### config.mk
export PLATFORM = sky130hd
export DESIGN_NAME = i2s_tx_engine
export DESIGN_NICKNAME = d
export VERILOG_FILES = /design/src/rtl/i2s_tx_engine.sv
export SDC_FILE = /design/constraint.sdc
export NUM_CORES = 1
export LEC_CHECK = 0
export ABC_AREA = 1
export BUFFER_PORTS_ARGS = -buffer_cell sky130_fd_sc_hd__buf_2
export CORE_MARGIN = 4
export CORE_UTILIZATION = 60
export CTS_BUF_LIST = sky130_fd_sc_hd__clkbuf_4 sky130_fd_sc_hd__clkbuf_8
export DETAILED_ROUTE_END_ITERATION = 16
export PLACE_DENSITY = 0.77
export SLEW_MARGIN = 20
export SYNTH_ARGS = -nofsm -noshare
export SYNTH_HDL_FRONTEND = slang
export SYNTH_SLANG_ARGS = --single-unit
### constraint.sdc
create_clock -name clk_clk -period 3.7 [get_ports clk_clk]
set_clock_uncertainty 0.05 [all_clocks]
set_input_delay 0.555 -clock clk_clk [delete_from_list [all_inputs] [get_ports clk_clk]]
set_output_delay 0.555 -clock clk_clk [all_outputs]
set_load 0.03 [all_outputs]
### src/rtl/i2s_tx_engine.sv
// I2S transmitter: stereo sample FIFO feeding a 2*SLOT_W-bit shift frame.
// Drives MCLK, BCLK, LRCLK and one-bit-delayed serial data for a codec.
module i2s_tx_engine #(
    parameter int SAMPLE_W   = 16,
    parameter int SLOT_W     = 32,
    parameter int MCLK_DIV   = 4,
    parameter int BCLK_DIV   = 16,
    parameter int FIFO_DEPTH = 16
) (
    input  logic                                clk_clk,
    input  logic                                reset_reset,
    input  logic                                enable,
    input  logic                                mono,
    input  logic [2*SAMPLE_W-1:0]               sample_data,
    input  logic                                sample_valid,
    output logic                                sample_ready,
    input  logic                                underrun_clr,
    output logic                                aud_mclk,
    output logic                                aud_bclk,
    output logic                                aud_lrclk,
    output logic                                aud_dacdat,
    output logic [$clog2(FIFO_DEPTH+1)-1:0]     fifo_level,
    output logic                                underrun
);

    localparam int FRAME_W = 2 * SLOT_W;
    localparam int KW      = $clog2(FRAME_W);
    localparam int AW      = $clog2(FIFO_DEPTH);
    localparam int LW      = $clog2(FIFO_DEPTH + 1);
    localparam int MW      = $clog2(MCLK_DIV);
    localparam int BW      = $clog2(BCLK_DIV);

    logic [MW-1:0]          mcnt;
    logic [BW-1:0]          bcnt;
    logic [KW-1:0]          k, k_next;
    logic                   running;
    logic [FRAME_W-1:0]     frame, frame_new;
    logic [SLOT_W-1:0]      slot_l, slot_r;
    logic [SAMPLE_W-1:0]    head_l, head_r;

    logic [2*SAMPLE_W-1:0]  mem [FIFO_DEPTH];
    logic [AW-1:0]          wptr, rptr;
    logic                   full, empty, wr_en, pop;
    logic                   half_wrap, fall_tick, load;

    // MCLK free-runs regardless of enable
    always_ff @(posedge clk_clk or posedge reset_reset) begin
        if (reset_reset) begin
            mcnt     <= '0;
            aud_mclk <= 1'b0;
        end else if (mcnt == MW'(MCLK_DIV/2 - 1)) begin
            mcnt     <= '0;
            aud_mclk <= ~aud_mclk;
        end else begin
            mcnt <= mcnt + MW'(1);
        end
    end

    assign full         = (fifo_level == LW'(FIFO_DEPTH));
    assign empty        = (fifo_level == '0);
    assign sample_ready = ~full;
    assign wr_en        = sample_valid & ~full;

    assign half_wrap = (bcnt == BW'(BCLK_DIV/2 - 1));
    assign fall_tick = enable & aud_bclk & half_wrap;
    // first tick after enable always enters k=0 so it loads a frame
    assign k_next    = (!running || k == KW'(FRAME_W - 1)) ? '0 : k + KW'(1);
    assign load      = fall_tick & (k_next == '0);
    // empty is evaluated before this cycle's write, so no bypass on load
    assign pop       = load & ~empty;

    assign head_l = mem[rptr][2*SAMPLE_W-1:SAMPLE_W];
    assign head_r = mem[rptr][SAMPLE_W-1:0];

    always_comb begin
        slot_l = '0;
        slot_r = '0;
        slot_l[SLOT_W-1 -: SAMPLE_W] = head_l;
        slot_r[SLOT_W-1 -: SAMPLE_W] = mono ? head_l : head_r;
        frame_new = empty ? '0 : {slot_l, slot_r};
    end

    always_ff @(posedge clk_clk) begin
        if (wr_en)
            mem[wptr] <= sample_data;
    end

    always_ff @(posedge clk_clk or posedge reset_reset) begin
        if (reset_reset) begin
            wptr       <= '0;
            rptr       <= '0;
            fifo_level <= '0;
        end else begin
            if (wr_en) wptr <= wptr + AW'(1);
            if (pop)   rptr <= rptr + AW'(1);
            case ({wr_en, pop})
                2'b10:   fifo_level <= fifo_level + LW'(1);
                2'b01:   fifo_level <= fifo_level - LW'(1);
                default: fifo_level <= fifo_level;
            endcase
        end
    end

    // serial side; dropping enable aborts the frame in flight
    always_ff @(posedge clk_clk or posedge reset_reset) begin
        if (reset_reset) begin
            bcnt       <= '0;
            aud_bclk   <= 1'b0;
            k          <= '0;
            running    <= 1'b0;
            aud_lrclk  <= 1'b0;
            aud_dacdat <= 1'b0;
            frame      <= '0;
        end else if (!enable) begin
            bcnt       <= '0;
            aud_bclk   <= 1'b0;
            k          <= '0;
            running    <= 1'b0;
            aud_lrclk  <= 1'b0;
            aud_dacdat <= 1'b0;
            frame      <= '0;
        end else begin
            if (half_wrap) begin
                bcnt     <= '0;
                aud_bclk <= ~aud_bclk;
            end else begin
                bcnt <= bcnt + BW'(1);
            end
            if (fall_tick) begin
                running    <= 1'b1;
                k          <= k_next;
                aud_lrclk  <= (k_next >= KW'(SLOT_W));
                // MSB before shift gives the one-BCLK I2S delay
                aud_dacdat <= frame[FRAME_W-1];
                frame      <= load ? frame_new : {frame[FRAME_W-2:0], 1'b0};
            end
        end
    end

    always_ff @(posedge clk_clk or posedge reset_reset) begin
        if (reset_reset)
            underrun <= 1'b0;
        else if (load && empty)
            underrun <= 1'b1;
        else if (underrun_clr)
            underrun <= 1'b0;
    end

endmodule
==> qor.yml <==
status:
  status: "finished, final reports clean"
power_and_ir_drop:
  p_leak_nw: 11.59
  finalPower_w: 0.01443
  ir_drop_uv: 418.9
  power_density_nw_per_um2: 519.0
critical_path:
  worstPathArrival_ns: 3.53
  regToRegSetupSlack_ns: 0.63
  startpoint: "k[0]$_DFFE_PP0P_"
  critPathKind: "flop to flop"
  r2r_cells: 16
  start_kind: "flop"
  critPathMaxFanout: 37
  endpoint_kind: "flop"
  r2r-end: "fifo_level[4]$_DFFE_PP0P_"
  cp.required_ns: 4.16
  regToRegStartpoint: "k[0]$_DFFE_PP0P_"
logic_synthesis:
  ys_types: 34
  synth_nets: 2454
  syn_inst: 2406
  async_reset_ff_share_pct: 13.37
  synth_commonest_cells: "nand2_1, edfxtp_1, nand3_1, inv_1, nor2_1"
  yosys.cell_count.top_type: "nand2_1"
  ys_seq_area_share_pct: 69.15
  synthDominantCellAreaShare_pct: 61.27
  synth_area_leaders: "edfxtp_1, nand2_1, dfrtp_1"
  synth_seq_cells: 591
  avgSynthCellArea_um2: 10.43
  synth_ff_type: "edfxtp_1"
  ys_warn_count: 0
  yosys.area.top_type: "edfxtp_1"
  synth_edf_count: 512
  syn-cell-area_um2: 25090
clock_network:
  clockRootBuffer: "clkbuf_8"
  tritoncts: "yes"
  cts_buffers: 92
  clock_sinks: 591
  clock_path_buffers: 3
  worstSkewPairLatency_ns: 0.64
  ctsHtreeMaxLevel: 3
  clkTransAtPathRegs_ns: 0.06
route:
  dr.pass1.iters: 6
  drcViolationCount: 0
  wl_per_cell_um: 19.23
  ant_nets: 0
  routed_wl_um: 59080
  via_per_inst: 5.610
  drt_iter0_drc: 2059
  vias: 17240
worst_hold_path:
  hp-start: "underrun_clr"
  hold-path-endpoint: "underrun$_DFFE_PP0P_"
  min_path_type: "input port to flop"
  hold_depth: 2
global_route:
  globalRouteMet3Util_pct: 5.342
  grt_pass1_vias: 16750
  gr-total-overflow: 0
  grt.busiest_layer: "met2"
  antenna_found_initial: 3
  grt_max_degree: 125
  grt_usage_pct: 26.44
  grt_use_met2_pct: 42.81
  gr-usage-met1_pct: 35.66
  grt_pass1_wl_um: 91870
die:
  num_rows: 74
  fp.coreArea_um2: 41110
  initial_core_util_pct: 61.04
  die_h_um: 212.5
  dieWidth_um: 212.5
  boundaryPins: 49
  dieArea_um2: 45160
placed_design:
  place.gp.congestion: 0.8006
  numPortBuffers: 48
  hpwl_um: 32910
sta:
  tns_ns: 0
  hold_viol_final: 0
  timing.final.crit_share_pct: 82.95
  rsz0062_at_grt: "false"
  period_minus_slack_ns: 3.069
  final_max_slew_viol_count: 0
  fmax_ghz: 0.3258
  setup_violations: 0
  tightestPinTransition_ns: 0.9573
  slew_headroom_pct: 36.18
cells_and_area:
  area_delta_synth_final_pct: 10.78
  nNetsFinal: 2517
  final_layout_size_suffix_gt1_share_pct: 10.48
run:
  cap_violations: 0
[critical path: stages (launching register included)]
cell and delay [ns]:
dfrtp_1 0.47, ha_1 0.28, nand3_2 0.12, nor2_1 0.14
nor2_2 0.08, o21ai_1 0.09, nand2_1 0.09, inv_2 0.06
nand2_4 0.06, nor2_8 0.09, buf_4 0.37, ha_1 0.31
a21oi_1 0.11, nor2_1 0.23, a32o_1 0.17, nand3_1 0.09
xor2_1 0.14
[state kept, by name, summed over array words and instances (netlist names)]
name / cells
k: 6
aud_mclk: 1
mcnt: 2
bcnt: 4
mem: 512
rptr: 4
wptr: 4
underrun: 1
aud_bclk: 1
aud_dacdat: 1
aud_lrclk: 1
frame: 48
fifo_level: 5
running: 1
[kinds of logic after synthesis]
kind of cell               after synthesis  synth area share, %
and+or+nand+nor                       1315                21.30
DFF                                    591                69.15
buffers and inverters                  354                5.789
AOI/OAI and AO/OA                      122                2.772
xor gates and xnor gates                14               0.4887
adders and majority gates               10               0.4986
[placed cells by master (no fill, tap or decap), drive strengths merged]
| cell | synthesis | final |
|---|---|---|
| inv | 230 | 229 |
| ha | 10 | 10 |
| clkinv | 1 | 35 |
| buf | 84 | 91 |
| xor2 | 11 | 11 |
| xnor2 | 3 | 3 |
| a22o | 2 | 2 |
| dlygate4sd3 | 0 | 1 |
| o22ai | 3 | 3 |
| dfrtp | 79 | 79 |
| nand4 | 5 | 5 |
| a31oi | 1 | 1 |
| clkinvlp | 0 | 1 |
| nor4 | 1 | 1 |
| o211ai | 16 | 16 |
| o31ai | 4 | 4 |
| nand3 | 269 | 269 |
| o32ai | 1 | 1 |
| o21ai | 53 | 53 |
| clkbuf | 39 | 130 |
| diode | 0 | 2 |
| o221ai | 1 | 1 |
| nand2 | 903 | 903 |
| a32o | 3 | 3 |
| a21oi | 38 | 38 |
| nor2 | 137 | 137 |
| edfxtp | 512 | 512 |
[layer usage]
metal	part of all wire [%]	wire length, um
met1	39	23240
met2	48	28490
met3	8.7	5161
met4	3.7	2167
met5	0.022	13
[worst max-delay path by stage]
| stage | cells past startpoint | slack, ns | end |
|---|---|---|---|
| 2_1_floorplan | 6 | 0.40 | mem[11][0]$_DFFE_PP_ |
| 3_3_place_gp | 16 | 0.86 | fifo_level[4]$_DFFE_PP0P_ |
| 3_5_place_dp | 14 | 0.61 | fifo_level[4]$_DFFE_PP0P_ |
| 4_1_cts | 14 | 0.62 | fifo_level[4]$_DFFE_PP0P_ |
| 5_1_grt | 14 | 0.30 | fifo_level[4]$_DFFE_PP0P_ |
| 6_report | 16 | 0.63 | fifo_level[4]$_DFFE_PP0P_ |
[through the flow]
step	cell area [um2]	worst slack [ns]	instances	hold slack, ns	utilization (%)
2_1_floorplan	25090	0.4026	2406	0.3665	-
3_3_place_gp	26060	0.8569	2906	0.3818	63.40
3_5_place_dp	26060	0.6088	2906	0.4012	63.40
4_1_cts	27790	0.6188	3071	0.02382	67.60
5_1_grt	27800	0.2971	3073	0.02771	67.62
6_report	27800	0.6309	3073	0.06947	67.62
[what timing repair did]
item,in CTS,in global routing
gates resized for setup,0,0
setup buffers,0,0
endpoints found under the hold margin,2,0
hold buffers,1,0
[power by group]
part | switching, W | internal (W) | total [W]
Combinational | 0.00101 | 0.000311 | 0.00132
Sequential | 0.000163 | 0.00783 | 0.00800
Clock | 0.00238 | 0.00273 | 0.00511
[final cells by class]
type	instances	area, um2
clock inverter	34	141.4
inverter	231	874.6
fill	2968	13310
clock buffer	130	1577
tap	532	665.6
timing repair buffer	92	760.7
sequential	591	17360
multi-input combinational	1461	6416
antenna	2	5.005
Note: power is estimated with default switching activity, not from simulation.
